[src/rtl/rr_pkg.sv]
// Shared constants and types for the round-robin grant consumer stage.
// Default requester count and payload width, FIFO depth, and the
// {data, src} entry layout used at the default configuration.
package rr_pkg;

  localparam int unsigned DEF_N      = 4;
  localparam int unsigned DEF_W      = 8;
  localparam int unsigned DEF_SW     = $clog2(DEF_N);
  localparam int unsigned FIFO_DEPTH = 2;
  localparam int unsigned PTR_W      = $clog2(FIFO_DEPTH);
  localparam int unsigned CNT_W      = $clog2(FIFO_DEPTH + 1);

  typedef struct packed {
    logic [DEF_W-1:0]  data;
    logic [DEF_SW-1:0] src;
  } entry_t;

endpackage

[src/rtl/onehot_to_bin.sv]
// One-hot to binary encoder with lowest-index priority.
// Ports:
//   vec       in   N   one-hot (or malformed) vector
//   bin       out  SW  index of the lowest set bit (0 when vec is zero)
//   is_onehot out  1   high when exactly one bit of vec is set
module onehot_to_bin #(
  parameter int unsigned N  = 4,
  parameter int unsigned SW = $clog2(N)
) (
  input  logic [N-1:0]  vec,
  output logic [SW-1:0] bin,
  output logic          is_onehot
);

  // Scan from the top so the lowest set bit is the last one written.
  always_comb begin
    bin = '0;
    for (int i = int'(N) - 1; i >= 0; i--) begin
      if (vec[i]) bin = SW'(i);
    end
  end

  // Non-zero and a power of two.
  assign is_onehot = (vec != '0) && ((vec & (vec - N'(1))) == '0);

endmodule

[src/rtl/rr_grant_mux.sv]
// Consumer stage behind round_robin_arbiter: captures the granted
// requester's payload and index into a 2-entry FIFO, acks the winner one
// cycle after capture, and back-pressures the arbiter through in_ready.
// Optional feature macro: RR_GRANT_MUX_ONEHOT_CHECK_EN (malformed grants
// are rejected and flagged on a sticky grant_err).
// Ports:
//   clk, rst      clock, synchronous active-high reset
//   grant         N    one-hot grant from the arbiter
//   grant_valid   1    grant qualifier
//   in_data       N*W  packed payloads, requester i at [i*W +: W]
//   in_ready      1    FIFO can accept a grant this cycle
//   ack           N    registered one-hot pulse to the captured requester
//   out_valid     1    head entry valid
//   out_data      W    head payload
//   out_src       SW   head source index
//   out_ready     1    downstream accepts the head
//   grant_err     1    sticky malformed-grant flag
module rr_grant_mux
  import rr_pkg::*;
#(
  parameter int unsigned N = DEF_N,
  parameter int unsigned W = DEF_W,
  localparam int unsigned SW = $clog2(N)
) (
  input  logic           clk,
  input  logic           rst,
  input  logic [N-1:0]   grant,
  input  logic           grant_valid,
  input  logic [N*W-1:0] in_data,
  output logic           in_ready,
  output logic [N-1:0]   ack,
  output logic           out_valid,
  output logic [W-1:0]   out_data,
  output logic [SW-1:0]  out_src,
  input  logic           out_ready,
  output logic           grant_err
);

  typedef struct packed {
    logic [W-1:0]  data;
    logic [SW-1:0] src;
  } fifo_entry_t;

  fifo_entry_t      mem [FIFO_DEPTH];
  logic [PTR_W-1:0] wr_ptr;
  logic [PTR_W-1:0] rd_ptr;
  logic [CNT_W-1:0] count;
  logic [CNT_W-1:0] count_nxt;

  logic [SW-1:0]    idx;
  logic             grant_onehot;
  logic             grant_ok;
  logic             grant_err_nxt;
  logic             cap;
  logic             pop;
  fifo_entry_t      wr_entry;

  onehot_to_bin #(
    .N  (N),
    .SW (SW)
  ) u_onehot_to_bin (
    .vec       (grant),
    .bin       (idx),
    .is_onehot (grant_onehot)
  );

`ifdef RR_GRANT_MUX_ONEHOT_CHECK_EN
  // Only a clean one-hot grant is usable; anything else latches the error.
  assign grant_ok      = grant_onehot;
  assign grant_err_nxt = grant_err | (grant_valid & ~grant_onehot);
`else
  // Zero grants are ignored; multi-hot resolves to the lowest index.
  logic unused_onehot;
  assign unused_onehot = grant_onehot;
  assign grant_ok      = (grant != '0);
  assign grant_err_nxt = 1'b0;
`endif

  // in_ready is registered, so a full FIFO refuses even when popping.
  assign cap = grant_valid && in_ready && grant_ok;
  assign pop = out_valid && out_ready;

  assign wr_entry.data = in_data[idx*W +: W];
  assign wr_entry.src  = idx;

  // Occupancy update.
  always_comb begin
    count_nxt = count;
    unique case ({cap, pop})
      2'b10:   count_nxt = count + CNT_W'(1);
      2'b01:   count_nxt = count - CNT_W'(1);
      default: count_nxt = count;
    endcase
  end

  // FIFO state, flags derived from the next occupancy, and the ack pulse.
  always_ff @(posedge clk) begin
    if (rst) begin
      count     <= '0;
      wr_ptr    <= '0;
      rd_ptr    <= '0;
      mem       <= '{default: '0};
      out_valid <= 1'b0;
      in_ready  <= 1'b1;
      ack       <= '0;
      grant_err <= 1'b0;
    end else begin
      count     <= count_nxt;
      out_valid <= (count_nxt != '0);
      in_ready  <= (count_nxt != CNT_W'(FIFO_DEPTH));
      if (cap) begin
        mem[wr_ptr] <= wr_entry;
        wr_ptr      <= wr_ptr + PTR_W'(1);
      end
      if (pop) begin
        rd_ptr <= rd_ptr + PTR_W'(1);
      end
      ack       <= cap ? (N'(1) << idx) : '0;
      grant_err <= grant_err_nxt;
    end
  end

  // Head read straight from storage; stable until popped.
  assign out_data = mem[rd_ptr].data;
  assign out_src  = mem[rd_ptr].src;

endmodule

[config.mk]
export PLATFORM = sky130hd
export DESIGN_NAME = rr_grant_mux
export DESIGN_NICKNAME = d
export VERILOG_FILES = /design/src/rtl/rr_pkg.sv /design/src/rtl/onehot_to_bin.sv /design/src/rtl/rr_grant_mux.sv
export SDC_FILE = /design/constraint.sdc
export NUM_CORES = 1
export LEC_CHECK = 0
export ABC_AREA = 1
export BUFFER_PORTS_ARGS = -buffer_cell sky130_fd_sc_hd__buf_2
export CORE_MARGIN = 2
export CORE_UTILIZATION = 50
export CTS_CLUSTER_SIZE = 16
export DETAILED_ROUTE_END_ITERATION = 16
export GPL_TIMING_DRIVEN = 0
export PLACE_DENSITY = 0.79
export SETUP_SLACK_MARGIN = 0.15
export SLEW_MARGIN = 20
export SYNTH_ARGS = -nofsm -noshare
export SYNTH_HDL_FRONTEND = slang
export SYNTH_HIERARCHICAL = 1
export SYNTH_SLANG_ARGS = --single-unit
[constraint.sdc]
create_clock -name clk -period 1.6 [get_ports clk]
set_clock_uncertainty 0.1 [all_clocks]
set_input_delay 0.24 -clock clk [delete_from_list [all_inputs] [get_ports clk]]
set_output_delay 0.24 -clock clk [all_outputs]
set_load 0.02 [all_outputs]
==> results of run 1 <==
## timing repair
action	CTS	global route
buffers inserted	1	0
cloned	2	0
resized for setup	53	8
setup endpoints to repair	11	13
pin swaps	10	0
## state kept, by name (all words and copies together), names as in the netlist
name and count:
in_ready 1, mem 20, count 2, out_valid 1, rd_ptr 1, ack 4
wr_ptr 1
## cell type report
cell class,instances,area (um2)
flip-flops and latches,30,605.6
inverters,68,255.2
well taps,46,57.56
clock buffers,6,51.30
fillers,323,1013
plain buffers,13,83.83
repair buffers,58,366.6
multi-input cells,192,877.1
## per-layer routing
metal | vias up | global-route usage | share of wire | wire, um
li1 | 996 | - | - | -
met1 | 744 | 0.2813 | 0.45 | 1908
met2 | 70 | 0.3871 | 0.47 | 2000
met3 | 4 | 0.05045 | 0.073 | 311
met4 | 0 | 0.07778 | 0.015 | 63
met5 | - | 0 | 0 | 0
## path summary, 6_finish.rpt
path / startpoint / end / slack, ns / cells past startpoint
min reg2reg: wr_ptr / wr_ptr / 0.38 / 2
max reg2reg: in_ready / out_valid / 0.24 / 9
min: rst / rd_ptr / 0.03 / 2
max: rd_ptr / out_data[1] / 0.13 / 3
## worst max-delay path: stages (launching register included)
cell,delay [ns]
dfxtp_4,0.38
clkbuf_8,0.17
o21ai_4,0.13
buf_6,0.13
## where the power goes
part           switching [mW]  internal [mW]  leakage, nW
logic                   0.617          0.461         1.10
clock network           0.245          0.198       0.0302
registers              0.0712          0.881        0.247
==> qor.csv, run 1 <==
stage,metric,value,unit
outcome,status,finished clean,
place,buffers added on ports,55,
sta,Period minus WS final,1.471,ns
sta,FMAX,679.7,MHz
floorplanning,die width,62.43,um
power,leakage,1.380,nW
run,Max-Cap Viols,0,
floorplanning,IO Pins,57,
global_routing,first-pass GRT wire length,6.941,mm
cts,clk_lat worst skew,0.32,ns
final_layout,fin nets,409,
route,Antenna Violating Nets Remaining,0,
power,VDD IR max,549.7,uV
sta,Hold WS,0.02778,ns
floorplanning,Die Footprint,3897,um2
place,GP Congestion,0.7734,
synth,synth warn,6,
power,Power Density,1076,nW/um2
cts,"Hold-fix buffers, CTS",0,
global_routing,pin count of the biggest net entering global routing,11,
final_layout,"non-filler cells, final",413,
final_layout,diodes inserted,0,
cts,"Reg clk slew, reported paths",0.08,ns
floorplanning,Initial Util,0.5155,
sta,RSZ-0062 raised after global routing,yes,
route,initial drt markers,92,
final_layout,Area Overhead vs Synth,34.60,%
final_layout,share of layout cells above drive strength 1,0.2670,
cts,CTS tree,built,
worst_setup_path,Worst Path Required,1.26,ns
worst_setup_path,Setup crit start kind,flop,
cts,clk root buf,clkbuf_4,
place,Placement Setup Slack,0.01183,ns
final_layout,fin area,2297,um2
route,Residual DRC,0,
floorplanning,site row count,21,
sta,post-route setup TNS,0,ns
synth,cells after synthesis,303,
sta,fin crit share,0.9196,
global_routing,initial antenna violation count,0,
worst_setup_path,CP arrival,1.13,ns
cts,H-tree Lvls,2,
place,hpwl dp,2.942,mm
synth,Synth Net Count,344,
place,DP Cell Count,404,
sta,final hold vios,0,
cts,TritonCTS Buffers,5,
global_routing,vias in the first global route,1609,
sta,Final setup viols,0,
final_layout,"commonest non-fill, non-tap cell in the layout",nand2_1,
sta,Max Slew Vio Count,0,
synth,Syn Area/Cell,5.632,um2
min_path,HP Class,input pin to flop,
global_routing,total track usage,0.2265,
synth,cell area after synthesis,1707,um2
floorplanning,core box area,3311,um2
floorplanning,Die Y,62.43,um
worst_setup_path,critical path class,flop to primary output,
route,DR pass1 iterations,4,
route,number of vias per cell,4.392,
final_layout,most frequent cells in the layout,"nand2_1, inv_1, buf_2, nor2_1, dfxtp_1",
route,WL final,4.282,mm
route,drt wl/cell,10.37,um
sta,Final WS setup,0.1287,ns
final_layout,Util after Layout,0.6939,
place,DP Area,2041,um2
worst_setup_path,Worst setup EP type,primary output,
worst_setup_path,worst-path fanout max,5,
route,routed vias,1814,
cts,clock sink count,30,
power,Total Power,2.473,mW
global_routing,Overflow after GRT,0,
cts,Clock Path Buffers,2,
Power figures use the tool's default switching activity.
==> run 2: changes to the inputs <==
--- a/config.mk
+++ b/config.mk
@@ -7,12 +7,13 @@
 export LEC_CHECK = 0
 export ABC_AREA = 1
 export BUFFER_PORTS_ARGS = -buffer_cell sky130_fd_sc_hd__buf_2
+export CAP_MARGIN = 10
 export CORE_MARGIN = 2
-export CORE_UTILIZATION = 50
+export CORE_UTILIZATION = 45
 export CTS_CLUSTER_SIZE = 16
 export DETAILED_ROUTE_END_ITERATION = 16
 export GPL_TIMING_DRIVEN = 0
-export PLACE_DENSITY = 0.79
+export PLACE_DENSITY = 0.75
 export SETUP_SLACK_MARGIN = 0.15
 export SLEW_MARGIN = 20
 export SYNTH_ARGS = -nofsm -noshare
==> constraint.sdc (replaced) <==
create_clock -name clk -period 1.3 [get_ports clk]
set_clock_uncertainty 0.1 [all_clocks]
set_input_delay 0.195 -clock clk [delete_from_list [all_inputs] [get_ports clk]]
set_output_delay 0.195 -clock clk [all_outputs]
set_load 0.02 [all_outputs]
==> run 2 against run 1 <==
Die area rose by 10%. Sequential share of layout area shrank 4.2 points. Via count up 9.0%. Non-clock buffer count rose by 9. Cell area rose by 20%. The flow now finishes with violations (setup timing). Worst setup slack worse by 0.25 ns. Flip-flop and latch count did not move. Global-route usage down 0.51 points. Clock power up 83%.
==> qor.csv, run 2 (synthesis results as in run 1) <==
stage,metric,value,unit,change
worst_setup_path,crit-path max cell delay,0.38,ns,about the same
route,Antenna Violating Nets Remaining,0,,unchanged
final_layout,share of layout cells above drive strength 1,0.4074,,+0.1404
power,Sw Ratio,0.3905,,+0.01303
power,Total Power,3.857,mW,+56%
place,GP Congestion,0.7639,,-1.2%
final_layout,Area Overhead vs Synth,61.14,%,
floorplanning,die width,65.59,um,+5.1%
worst_setup_path,critical path class,flop to primary output,,
sta,FMAX,705.1,MHz,
final_layout,fillers,293,,-9.3%
route,initial drt markers,133,,+45%
worst_setup_path,CP arrival,1.12,ns,about the same
sta,fin crit share,1.091,,
cts,Clock Path Buffers,2,,unchanged
min_path,HP Class,input pin to flop,,
worst_setup_path,slowest CP cell,dfxtp_4,,
sta,Period minus WS final,1.418,ns,
final_layout,max reg flops,20,,unchanged
power,leakage,1.543,nW,+12%
route,drt wl/cell,12.28,um,+18%
final_layout,Sequential Area,609.3,um2,+0.62%
floorplanning,site row count,22,,+4.8%
final_layout,multi-input logic area,1096,um2,+25%
power,share of power burned in combinational logic,0.477,,+0.041
worst_setup_path,Worst Path Required,1.00,ns,-0.26 ns
floorplanning,IO Pins,57,,unchanged
sta,RSZ-0062 raised after global routing,yes,,
sta,Final WS setup,-0.1182,ns,-0.2469 ns
final_layout,largest reg by FF count,mem,,
cts,TritonCTS Buffers,5,,unchanged
final_layout,"commonest non-fill, non-tap cell in the layout",nand2_1,,
cts,CTS tree,built,,
worst_setup_path,Setup crit start kind,flop,,
power,Power Density,1402,nW/um2,+30%
route,number of vias per cell,4.643,,+5.7%
cts,clk_lat worst skew,0.29,ns,-0.03 ns
global_routing,initial antenna violation count,0,,unchanged
global_routing,total track usage,0.2215,,-0.005064
global_routing,first-pass GRT wire length,7.272,mm,+4.8%
global_routing,Overflow after GRT,0,,unchanged
power,P_sw,1.506,mW,+61%
global_routing,vias in the first global route,1653,,+2.7%
floorplanning,Die Y,65.59,um,+5.1%
power,internal power,2.350,mW,+53%
run,Max-Cap Viols,0,,unchanged
global_routing,pin count of the biggest net entering global routing,11,,unchanged
power,VDD IR max,806.1,uV,+47%
power,Flop pwr share,0.313,,-0.072
outcome,status,"finished, violations left",,
global_routing,met1 Use GR,0.2839,,+0.002577
worst_setup_path,Worst setup EP type,primary output,,
floorplanning,core box area,3661,um2,+11%
sta,Final setup viols,26,,+26
sta,final hold vios,0,,unchanged
cts,clk root buf,clkbuf_8,,
cts,H-tree Lvls,2,,unchanged
final_layout,diodes inserted,0,,unchanged
final_layout,biggest regs,"mem x20, ack x4, count x2",,
place,hpwl dp,2.902,mm,-1.4%
sta,Max Slew Vio Count,0,,unchanged
route,WL final,5.230,mm,+22%
worst_setup_path,crit-path cells,clkbuf_16 -> o21ai_4 -> buf_6,,
global_routing,GR Util met2,0.3648,,-0.02230
outcome,failing checks,setup timing,,
final_layout,most frequent cells in the layout,"nand2_1, inv_1, buf_2, nor2_1, dfxtp_1",,
global_routing,GR Util met3,0.05479,,+0.004344
route,routed vias,1978,,+9.0%
worst_setup_path,worst-path fanout max,5,,unchanged
route,Residual DRC,0,,unchanged
place,buffers added on ports,55,,unchanged
route,DR pass1 iterations,4,,unchanged
floorplanning,Die Footprint,4301,um2,+10%
final_layout,fin nets,418,,+2.2%
floorplanning,Initial Util,0.4662,,-0.04933
sta,Hold WS,0.06363,ns,+0.03585 ns
global_routing,GR peak layer,met2,,
cts,"Reg clk slew, reported paths",0.07,ns,about the same
cts,clock sink count,30,,unchanged
power,clock share of power,0.210,,+0.031
## run 2: cell count changes in the layout (fill, tap and decap cells not counted), moves of 4 or more
| cell | before | now |
|---|---|---|
| nand2_1 | 99 | 77 |
| nand2_2 | 5 | 20 |
| buf_6 | 11 | 25 |
| nor2_1 | 50 | 36 |
| nor2_2 | 0 | 9 |
| nand2_4 | 0 | 7 |
| buf_2 | 53 | 47 |
| clkbuf_4 | 5 | 0 |
| nor2_4 | 0 | 5 |
| inv_4 | 0 | 4 |
| nand3_1 | 20 | 16 |
## run 2: worst max-delay path, delay by kind of cell, from the launching register on
kind	cells	cell delay [ns]
compound gates	1	0.14
buf+inv	2	0.30
flops	1	0.38
## run 2: metal layers
layer  wire length, um  up-vias
met5                 0        -
met4               102        0
met3               309       12
met2              2682       63
met1              2136      883
li1                  -     1020
## run 2: worst paths after layout
kind / startpoint / depth (start not counted) / end / slack [ns]
worst max-delay path: rd_ptr / 3 / out_data[3] / -0.12
worst min-delay path: rst / 2 / rd_ptr / 0.06
worst max register to register: in_ready / 8 / mem[10] / -0.08
worst min register to register: mem[9] / 4 / mem[9] / 0.43
## run 2: final cells by class
type,instances,share of cell area
multi-input cells,192,0.3985
flip-flops and latches,30,0.2216
repair buffers,67,0.1742
inverters,68,0.09691
plain buffers,13,0.05232
clock buffers,6,0.03003
well taps,48,0.02184
clock inverters,2,0.004550
## run 2: through the flow
step | instances | area [um2] | setup WS, ns | util | TNS, ns
3_5_place_dp | 406 | 2103 | -0.1699 | 0.5745 | -3.330
5_1_grt | 426 | 2750 | -0.1389 | 0.7512 | -2.853
2_1_floorplan | 303 | 1768 | -0.02494 | - | -0.02571
3_3_place_gp | 406 | 2103 | -0.1604 | 0.5745 | -2.904
4_1_cts | 418 | 2492 | -0.08885 | 0.6808 | -0.8100
6_report | 426 | 2750 | -0.1182 | 0.7512 | -1.435
## run 2: power by group through the flow
stage	sequential (mW)	clock (mW)	combinational (mW)
floorplan	1.20	0	0.735
global placement	1.17	0	1.05
detailed placement	1.17	0	1.06
CTS	1.19	0.798	1.47
global route	1.22	0.860	1.97
finish	1.21	0.809	1.84
## run 2: repair_timing
| action | 4_1_cts | 5_1_grt |
|---|---|---|
| setup buffers | 2 | 5 |
| gates resized for setup | 70 | 61 |
| pin swaps | 16 | 21 |
| hold buffers | 0 | 0 |
| gates cloned | 2 | 4 |
| setup endpoints to repair | 31 | 36 |
